**src/rtl/irrig_pkg.sv**
```systemverilog
// ---------------------------------------------------------------------------
// irrig_pkg
// Shared definitions for the tank sensor front end:
//   - fill_state_t : fill-valve state machine encoding
//   - CODE_*       : the four legal debounced level codes {H,M,L}
//   - *_DEF        : default values for the front-end parameters
//   - code_valid() : true when a {H,M,L} code is one of the legal ones
// ---------------------------------------------------------------------------
package irrig_pkg;

    typedef enum logic [2:0] {
        ST_SETTLE = 3'd0,
        ST_IDLE   = 3'd1,
        ST_FILL   = 3'd2,
        ST_FULL   = 3'd3,
        ST_FAULT  = 3'd4
    } fill_state_t;

    // Probes are stacked, so a higher probe can only be wet if every lower
    // probe is wet too.
    localparam logic [2:0] CODE_EMPTY = 3'b000;
    localparam logic [2:0] CODE_LOW   = 3'b001;
    localparam logic [2:0] CODE_MID   = 3'b011;
    localparam logic [2:0] CODE_HIGH  = 3'b111;

    localparam int DEBOUNCE_CYC_DEF = 4;
    localparam int FILL_TIMEOUT_DEF = 1000;
    localparam int CLEAN_CYCLES_DEF = 8;

    function automatic logic code_valid(input logic [2:0] code);
        return (code == CODE_EMPTY) || (code == CODE_LOW) ||
               (code == CODE_MID)   || (code == CODE_HIGH);
    endfunction

endpackage

```
**src/rtl/probe_debounce.sv**
```systemverilog
// ---------------------------------------------------------------------------
// probe_debounce
// Two-flop synchronizer followed by a run-length debouncer for one tank probe.
// The output flips only after DEBOUNCE_CYC consecutive synchronized samples
// disagree with it; any agreeing sample restarts the run.
// Ports:
//   Clock  : system clock, rising edge
//   Reset  : asynchronous, active-high
//   raw    : asynchronous probe input
//   level  : debounced probe value
// ---------------------------------------------------------------------------
module probe_debounce
    import irrig_pkg::*;
#(
    parameter int DEBOUNCE_CYC = DEBOUNCE_CYC_DEF
) (
    input  logic Clock,
    input  logic Reset,
    input  logic raw,
    output logic level
);

    localparam logic [2:0] RUN_LAST = 3'(DEBOUNCE_CYC - 1);

    logic       sync1_reg;
    logic       sync2_reg;
    logic       level_reg;
    logic [2:0] run_cnt_reg;

    always_ff @(posedge Clock or posedge Reset) begin
        if (Reset) begin
            sync1_reg   <= 1'b0;
            sync2_reg   <= 1'b0;
            level_reg   <= 1'b0;
            run_cnt_reg <= 3'd0;
        end else begin
            sync1_reg <= raw;
            sync2_reg <= sync1_reg;
            if (sync2_reg == level_reg) begin
                run_cnt_reg <= 3'd0;
            end else if (run_cnt_reg == RUN_LAST) begin
                // This sample completes the disagreeing run: accept it.
                level_reg   <= sync2_reg;
                run_cnt_reg <= 3'd0;
            end else begin
                run_cnt_reg <= run_cnt_reg + 3'd1;
            end
        end
    end

    assign level = level_reg;

endmodule

```
**src/rtl/tank_sensor_front.sv**
```systemverilog
// ---------------------------------------------------------------------------
// tank_sensor_front
// Debounces the three tank probes, runs the fill-valve state machine and
// counts irrigation episodes to raise periodic cleaning requests.
// Ports:
//   Clock, Reset                       : clock / asynchronous active-high reset
//   Raw_H, Raw_M, Raw_L                : raw probes (1 = submerged)
//   Err_Ack                            : operator fault acknowledge
//   S_Aspersao, S_Gotejamento          : irrigation activity feedback
//   S_Limpeza                          : cleaning-done feedback
//   H, M, L                            : debounced probes
//   Ve                                 : fill-valve request
//   E                                  : error flag
//   Lp                                 : cleaning request
// ---------------------------------------------------------------------------
module tank_sensor_front
    import irrig_pkg::*;
#(
    parameter int DEBOUNCE_CYC = DEBOUNCE_CYC_DEF,
    parameter int FILL_TIMEOUT = FILL_TIMEOUT_DEF,
    parameter int CLEAN_CYCLES = CLEAN_CYCLES_DEF
) (
    input  logic Clock,
    input  logic Reset,
    input  logic Raw_H,
    input  logic Raw_M,
    input  logic Raw_L,
    input  logic Err_Ack,
    input  logic S_Aspersao,
    input  logic S_Gotejamento,
    input  logic S_Limpeza,
    output logic H,
    output logic M,
    output logic L,
    output logic Ve,
    output logic E,
    output logic Lp
);

    // Settling covers the synchronizer plus one full debounce run.
    localparam logic [3:0]  SETTLE_LAST  = 4'(DEBOUNCE_CYC + 2);
    localparam logic [15:0] TIMEOUT_LAST = 16'(FILL_TIMEOUT - 1);
    localparam logic [3:0]  CLEAN_TARGET = 4'(CLEAN_CYCLES);

    // -----------------------------------------------------------------------
    // Probe conditioning; bit order is {H, M, L}
    // -----------------------------------------------------------------------
    logic [2:0] raw_vec;
    logic [2:0] level_vec;

    assign raw_vec = {Raw_H, Raw_M, Raw_L};

    generate
        for (genvar gi = 0; gi < 3; gi++) begin : g_probe
            probe_debounce #(
                .DEBOUNCE_CYC(DEBOUNCE_CYC)
            ) u_probe (
                .Clock(Clock),
                .Reset(Reset),
                .raw  (raw_vec[gi]),
                .level(level_vec[gi])
            );
        end
    endgenerate

    assign {H, M, L} = level_vec;

    logic code_ok;
    assign code_ok = code_valid(level_vec);

    // -----------------------------------------------------------------------
    // Fill state machine
    // -----------------------------------------------------------------------
    fill_state_t state_reg;
    logic [3:0]  settle_cnt_reg;
    logic [15:0] fill_timer_reg;
    logic        ve_reg;
    logic        fault_reg;

    always_ff @(posedge Clock or posedge Reset) begin
        if (Reset) begin
            state_reg      <= ST_SETTLE;
            settle_cnt_reg <= 4'd0;
            fill_timer_reg <= 16'd0;
            ve_reg         <= 1'b0;
            fault_reg      <= 1'b0;
        end else begin
            // Outputs follow the state one cycle later.
            ve_reg    <= (state_reg == ST_FILL);
            fault_reg <= (state_reg == ST_FAULT);

            case (state_reg)
                ST_SETTLE: begin
                    if (settle_cnt_reg == SETTLE_LAST) begin
                        state_reg <= ST_IDLE;
                    end else begin
                        settle_cnt_reg <= settle_cnt_reg + 4'd1;
                    end
                end
                ST_IDLE: begin
                    if (!code_ok) begin
                        state_reg <= ST_FAULT;
                    end else if (!level_vec[0]) begin
                        state_reg      <= ST_FILL;
                        fill_timer_reg <= 16'd0;
                    end
                end
                ST_FILL: begin
                    // An invalid code is checked first so it beats H.
                    if (!code_ok) begin
                        state_reg <= ST_FAULT;
                    end else if (level_vec[2]) begin
                        state_reg <= ST_FULL;
                    end else if (fill_timer_reg == TIMEOUT_LAST) begin
                        state_reg <= ST_FAULT;
                    end else begin
                        fill_timer_reg <= fill_timer_reg + 16'd1;
                    end
                end
                ST_FULL: begin
                    // Leaving on M only gives hysteresis: refill waits for L.
                    if (!code_ok) begin
                        state_reg <= ST_FAULT;
                    end else if (!level_vec[1]) begin
                        state_reg <= ST_IDLE;
                    end
                end
                ST_FAULT: begin
                    if (Err_Ack && code_ok) begin
                        state_reg <= ST_IDLE;
                    end
                end
                default: begin
                    state_reg <= ST_SETTLE;
                end
            endcase
        end
    end

    assign Ve = ve_reg;
    // A bad probe code is flagged immediately, independent of the state.
    assign E  = fault_reg | ~code_ok;

    // -----------------------------------------------------------------------
    // Irrigation episode counter and cleaning request
    // -----------------------------------------------------------------------
    logic       asp_prev_reg;
    logic       got_prev_reg;
    logic [3:0] episode_cnt_reg;
    logic       lp_reg;
    logic       episode_end;

    // Either falling edge (or both at once) is a single episode.
    assign episode_end = (asp_prev_reg & ~S_Aspersao) |
                         (got_prev_reg & ~S_Gotejamento);

    always_ff @(posedge Clock or posedge Reset) begin
        if (Reset) begin
            asp_prev_reg    <= 1'b0;
            got_prev_reg    <= 1'b0;
            episode_cnt_reg <= 4'd0;
            lp_reg          <= 1'b0;
        end else begin
            asp_prev_reg <= S_Aspersao;
            got_prev_reg <= S_Gotejamento;
            if (S_Limpeza) begin
                // Cleaning done beats a coincident episode, which is dropped.
                episode_cnt_reg <= 4'd0;
                lp_reg          <= 1'b0;
            end else begin
                if (episode_end && (episode_cnt_reg != CLEAN_TARGET)) begin
                    episode_cnt_reg <= episode_cnt_reg + 4'd1;
                end
                if (episode_cnt_reg == CLEAN_TARGET) begin
                    lp_reg <= 1'b1;
                end
            end
        end
    end

    assign Lp = lp_reg;

endmodule

```
**config.mk**
```make
export PLATFORM = sky130hd
export DESIGN_NAME = tank_sensor_front
export DESIGN_NICKNAME = d
export VERILOG_FILES = /design/src/rtl/irrig_pkg.sv /design/src/rtl/probe_debounce.sv /design/src/rtl/tank_sensor_front.sv
export SDC_FILE = /design/constraint.sdc
export NUM_CORES = 1
export LEC_CHECK = 0
export CAP_MARGIN = 20
export CELL_PAD_IN_SITES_DETAIL_PLACEMENT = 0
export CELL_PAD_IN_SITES_GLOBAL_PLACEMENT = 1
export CORE_MARGIN = 1.5
export CORE_UTILIZATION = 42
export DETAILED_ROUTE_END_ITERATION = 10
export PLACE_DENSITY = 0.78
export SLEW_MARGIN = 30
export SYNTH_ARGS = -nofsm -noshare
export SYNTH_HDL_FRONTEND = slang
export SYNTH_SLANG_ARGS = --single-unit
```
**constraint.sdc**
```tcl
create_clock -name Clock -period 2.4 [get_ports Clock]
set_input_delay 0.24 -clock Clock [delete_from_list [all_inputs] [get_ports Clock]]
set_output_delay 0.24 -clock Clock [all_outputs]
set_load 0.01 [all_outputs]
```
==> results of run 1 <==
==> worst max-delay path, cell delays in order (launching register included) <==
cell and delay (ps):
dfrtp_1 390, or3b_4 420, a2111oi_4 440, o21ai_4 210
o2111ai_1 320, mux2_2 370
==> logic make-up (layout without fill, tap and decap cells) <==
logic type               after synthesis  in the layout  share of synthesized area [%]
XOR/XNOR                              13             13                           4.77
multiplexers                           5              5                           2.25
AND/OR/NAND/NOR                       92             92                           20.6
AO/OA/AOI/OAI                         38             38                           11.6
adder cells (fa/ha/maj)                8              8                           4.20
flip-flops                            50             50                           52.4
buffers and inverters                 20             47                           4.19
==> cell usage in the layout (no fill, tap or decap), types with 6 or more instances in the layout <==
master / n
nand2_1: 20
nor2b_1: 9
nor2_1: 19
o211ai_1: 6
nor3_1: 6
buf_4: 14
or4_1: 7
clkdlybuf4s50_1: 14
xor2_1: 8
a21oi_1: 9
ha_1: 8
o21ai_0: 7
inv_1: 10
nand3_1: 7
dfrtp_1: 50
==> area by class of cell <==
cell class,count,area [µm²],share of cell area (%)
Sequential cell,50,1250,45.0
Multi-Input combinational cell,156,1040,37.6
Timing Repair Buffer,28,245,8.83
Tap cell,72,90.1,3.24
Clock buffer,7,76.3,2.75
Inverter,11,41.3,1.49
Clock inverter,1,30.0,1.08
==> power breakdown <==
part | leakage [nW] | switching, mW | total [mW] | internal [mW]
combinational | 0.523 | 0.526 | 1.00 | 0.477
sequential | 0.654 | 0.110 | 1.12 | 1.00
clock | 0.0524 | 0.269 | 0.581 | 0.312
total | 1.23 | 0.906 | 2.70 | 1.79
==> timing repair <==
| item | in CTS | in global routing |
|---|---|---|
| resized for setup | 0 | 2 |
| endpoints found under the setup margin | 0 | 2 |
| hold buffers | 0 | 0 |
==> metrics by stage <==
stage,area (µm²),utilization [%]
finish,2780,50.4
global route,2780,50.4
CTS,2770,50.3
detailed placement,2660,48.4
global placement,2660,48.4
floorplan,2390,-
==> cells in the mapped netlist (3+ instances only) <==
cell      instances
mux2_2            3
nand4_1           4
nor2b_1           9
nand3_1           7
inv_1            11
o211ai_1          6
ha_1              8
xor2_1            8
or4_1             7
o31ai_1           4
o21ai_0           7
nor2_1           19
nor3_1            6
a21oi_1           9
clkbuf_1          3
buf_6             3
nand2_1          20
nor3b_1           4
dfrtp_1          50
xnor2_1           5
==> worst max path at each step <==
stage | start | to | slack [ps] | cells past startpoint
after floorplan | state_reg[1] | state_reg[1] | 180 | 6
after global placement | state_reg[1] | state_reg[1] | 160 | 5
after detailed placement | state_reg[1] | state_reg[1] | 130 | 5
after CTS | state_reg[1] | state_reg[1] | 120 | 5
after global routing | state_reg[1] | fill_timer_reg[9] | 60 | 5
final | state_reg[1] | state_reg[1] | 140 | 5
==> per-layer routing <==
metal / routed length [µm] / global-route usage [%] / share of wire, % / up-vias
met2: 1960 / 23.2 / 46 / 15
met4: 68 / 5.89 / 1.6 / 0
met1: 2150 / 23.4 / 50 / 818
met5: 0 / 0 / 0 / -
met3: 107 / 3.49 / 2.5 / 6
li1: - / - / - / 844
==> flow_metrics.py, run 1 <==
metrics = {
    "status": {
        "outcome": "completed",
    },
    "clock_tree": {
        "clock_latency_ps": 300,
        "cts.sinks": 50,
        "cts_tree": "built",
        "htreeDepth": 2,
        "cts_buffer_depth": 2,
        "cts_setup_buffers": 0,
        "path_clk_slew_ps": 90,
        "numCtsBuffers": 5,
        "root_buffer": "clkbuf_8",
    },
    "placed_design": {
        "dp_slack_ps": 129,
        "placedCellCount": 317,
        "place.gp.congestion": 0.835,
        "port_buffers": 14,
        "dp.final_hpwl_um": 3030,
    },
    "layout": {
        "finalNonFillerCells": 325,
        "fill_cells": 499,
        "fin_nets": 269,
        "largest_register_ffs": 16,
        "drive_gt1_share_pct": 12.3,
        "syn_to_final_growth_pct": 16.4,
        "num_antenna_cells": 0,
    },
    "synth": {
        "synth_nets": 243,
        "async_reset_ff_share_pct": 100,
        "yosysWarnings": 0,
        "synth_cells": 226,
        "synth_area_leaders": "dfrtp_1, ha_1, nand2_1",
        "synthesis.area_um2": 2390,
        "ys_ff_latch": 50,
        "synth_edf_count": 0,
        "synth.top_cell.area_share_pct": 52.4,
        "ys_dominant_reg_cell": "dfrtp_1",
        "ys_seq_area_share_pct": 52.4,
        "yosysTopAreaCell": "dfrtp_1",
        "avgSynthCellArea_um2": 10.6,
        "yosysUniqueCellTypes": 45,
    },
    "global_routing": {
        "grt_max_degree": 51,
        "grt.overflow.total": 0,
        "antenna_found_initial": 0,
        "grt.total_usage_pct": 16.0,
        "grt_pass1_wl_um": 7560,
        "grt_pass1_vias": 1556,
    },
    "worst_setup_path": {
        "reg2reg_to": "state_reg[1]",
        "path_class": "flop to flop",
        "crit_arrival_ps": 2450,
        "critPathMaxFanout": 19,
        "r2r_cells": 5,
        "crit-reg2reg-launch": "state_reg[1]",
        "cp-end-kind": "flop",
        "reg2reg_slack_ps": 140,
        "critPathLaunchType": "flop",
        "required_ps": 2590,
    },
    "sta": {
        "finalCritPeriodShare_pct": 94.3,
        "max_freq_mhz": 442,
        "worst_slew_pin_slew_ps": 622,
        "rsz0062_at_grt": "false",
        "hold_slack_ps": 353,
        "setup_viol": 0,
        "layout_setup_ws_ps": 138,
        "finalHoldViolations": 0,
        "setup_tns_ps": 0,
        "fin_crit_ps": 2260,
        "fin_skew_ps": 3.05,
        "relSlewSlack_pct": 58.5,
        "drv_slew": 0,
    },
    "die": {
        "dieWidth_um": 78.4,
        "die_h_um": 78.4,
        "start_util_pct": 43.3,
        "boundaryPins": 15,
        "dieArea_um2": 6140,
        "design.core.area_um2": 5510,
        "rows": 27,
    },
    "detailed_routing": {
        "drt_first_pass_iters": 4,
        "initialDrtViolationCount": 104,
        "wire_per_inst_um": 13.2,
        "drc": 0,
        "routed_wl_um": 4290,
        "avgViaCountPerCell": 5.18,
        "postRouteAntennaNets": 0,
        "vias": 1683,
    },
    "hold_path": {
        "hold_start": "g_probe[1].u_probe.sync1_reg",
        "hold_path.class": "flop to flop",
        "min_path_cells": 0,
        "worstHoldEndpoint": "g_probe[1].u_probe.sync2_reg",
    },
    "job": {
        "drv_cap": 0,
    },
    "power": {
        "peakVddDrop_mv": 0.502,
        "p_leak_nw": 1.23,
        "finalPower_mw": 2.70,
        "cellPowerDensity_nw_per_um2": 972,
    },
}
No activity file was read; power rests on OpenSTA's default activity.
==> run 2, diff against run 1 <==
- CAP_MARGIN: 20 -> unset
- SLEW_MARGIN: 30 -> 0
==> results of run 2 <==
Same layout as run 1: the final DEF is identical, and so are final timing and power.
==> run 3, diff against run 2 <==
- CORE_UTILIZATION: 42 -> 50
- PLACE_DENSITY: 0.78 -> 0.87
- clock period: 2.4 -> 2.9 ns (I/O delays scaled with it)
==> flow_metrics.py, run 3 (synthesized netlist as in run 1, its figures left out) <==
metrics = {
    "power": {
        "p_int_mw": 1.41,
        "p_switching_mw": 0.738,
        "seq_power_share_pct": 44.8,
        "p_leak_nw": 1.18,
        "swShare_pct": 34.4,
        "p_comb_share_pct": 32.8,
        "cellPowerDensity_nw_per_um2": 804,
        "peakVddDrop_mv": 0.543,
        "pwr-share-clk_pct": 22.4,
    },
    "hold_path": {
        "hold_path.class": "input port to async pin",
    },
    "sta": {
        "finalHoldViolations": 0,
        "setup_viol": 0,
        "drv_slew": 0,
        "setup_tns_ps": 0,
        "rsz0062_at_grt": "false",
        "relSlewSlack_pct": 47.7,
        "fin_skew_ps": 8.49,
        "fin_crit_ps": 2610,
        "finalCritPeriodShare_pct": 90.0,
        "worst_slew_pin_slew_ps": 785,
        "layout_setup_ws_ps": 291,
        "max_freq_mhz": 383,
    },
    "detailed_routing": {
        "met2_length_um": 1960,
        "maxUsedRoutingLayer": "met4",
        "avgViaCountPerCell": 5.74,
        "drt-met1-wl_um": 2050,
        "vias": 1694,
        "routed_wl_um": 4190,
        "postRouteAntennaNets": 0,
        "initialDrtViolationCount": 103,
        "wl_met3_um": 99,
        "wire_per_inst_um": 14.2,
        "drc": 0,
        "drt_first_pass_iters": 4,
    },
    "placed_design": {
        "dp.final_hpwl_um": 3020,
        "placedCellCount": 287,
        "place.gp.congestion": 0.865,
        "port_buffers": 14,
        "dp_slack_ps": 296,
        "post_dp_cell_area_um2": 2560,
    },
    "global_routing": {
        "grt_max_degree": 24,
        "grt_pass1_wl_um": 7530,
        "grt.overflow.total": 0,
        "grt_pass1_vias": 1649,
        "grt.total_usage_pct": 18.6,
        "antenna_found_initial": 0,
    },
    "worst_setup_path": {
        "cp_top_family": "compound AO/OA/AOI/OAI gates",
        "path_class": "flop to flop",
        "critPathMaxFanout": 23,
        "crit_path_cell_trace": "or3b_4 > a2111oi_4 > o21ai_2 > o2111ai_1 > mux2_2",
        "crit_arrival_ps": 2800,
        "required_ps": 3090,
        "slowest_stage": "a2111oi_4",
        "max_stage_delay_ps": 500,
        "reg2reg_slack_ps": 290,
        "critPathLaunchType": "flop",
        "cp-end-kind": "flop",
        "crit_buf_inv": 0,
    },
    "clock_tree": {
        "cts.sinks": 50,
        "hold_buffers": 0,
        "root_buffer": "clkbuf_8",
        "clock_latency_ps": 300,
        "post_cts_resized": 0,
        "htreeDepth": 2,
        "cts_setup_buffers": 0,
        "cts_buffer_depth": 2,
        "cts_tree": "built",
        "numCtsBuffers": 5,
        "path_clk_slew_ps": 90,
    },
    "die": {
        "boundaryPins": 15,
        "dieArea_um2": 5200,
        "dieWidth_um": 72.1,
        "start_util_pct": 53.3,
        "die_h_um": 72.1,
        "design.core.area_um2": 4470,
        "rows": 24,
    },
    "layout": {
        "drive_gt1_share_pct": 9.05,
        "final_common_cell": "dfrtp_1",
        "fin_area_um2": 2670,
        "utilization_pct": 59.7,
        "fin_nets": 259,
        "finalNonFillerCells": 295,
        "final_cell_mix": "dfrtp_1, nand2_1, nor2_1",
        "num_antenna_cells": 0,
        "syn_to_final_growth_pct": 12.0,
        "largest_register_ffs": 16,
    },
    "job": {
        "drv_cap": 0,
    },
    "status": {
        "outcome": "completed",
    },
}
## run 3: cell types whose count changed in the layout (fill, tap and decap cells not counted)
cell      previous run  this run
and2_1               1         2
and2_2               1         0
buf_4               14         4
o21ai_2              0         1
o21ai_4              1         0
clkinv_2             0         2
clkbuf_1             2         0
## run 3: final timing paths
kind,from,end,cells after the start
worst min-delay path,Reset,fill_timer_reg[4],2
min in group Clock,g_probe[2].u_probe.sync1_reg,g_probe[2].u_probe.sync2_reg,0
worst min register to register,g_probe[2].u_probe.sync1_reg,g_probe[2].u_probe.sync2_reg,0
worst max-delay path,state_reg[1],state_reg[1],5
worst max register to register,state_reg[1],state_reg[1],5
max in group asynchronous,Reset,Ve,3
## run 3: metrics by stage
step	power [mW]	hold WS, ps
2_1_floorplan	1.49	321
3_3_place_gp	1.66	336
3_5_place_dp	1.69	340
4_1_cts	2.17	241
5_1_grt	2.30	288
6_report	2.15	231
## run 3: final cells by class
| type | instances | area, µm² |
|---|---|---|
| Clock buffer | 5 | 68.8 |
| Clock inverter | 3 | 40.0 |
| Fill cell | 369 | 1800 |
| Inverter | 11 | 41.3 |
| Multi-Input combinational cell | 156 | 1030 |
| Sequential cell | 50 | 1250 |
| Tap cell | 52 | 65.1 |
| Timing Repair Buffer | 18 | 170 |
## run 3: metal layers
layer,vias up,track usage [%]
met5,-,0
met4,0,7.55
met3,8,2.92
met2,24,31.0
met1,832,24.6
li1,830,-
## run 3: power groups by stage
stage	sequential, mW	clock, mW	combinational, mW
CTS	0.961	0.487	0.718
finish	0.962	0.482	0.705
floorplan	0.946	0	0.543
detailed placement	0.974	0	0.713
global placement	0.968	0	0.693
global route	0.985	0.510	0.809
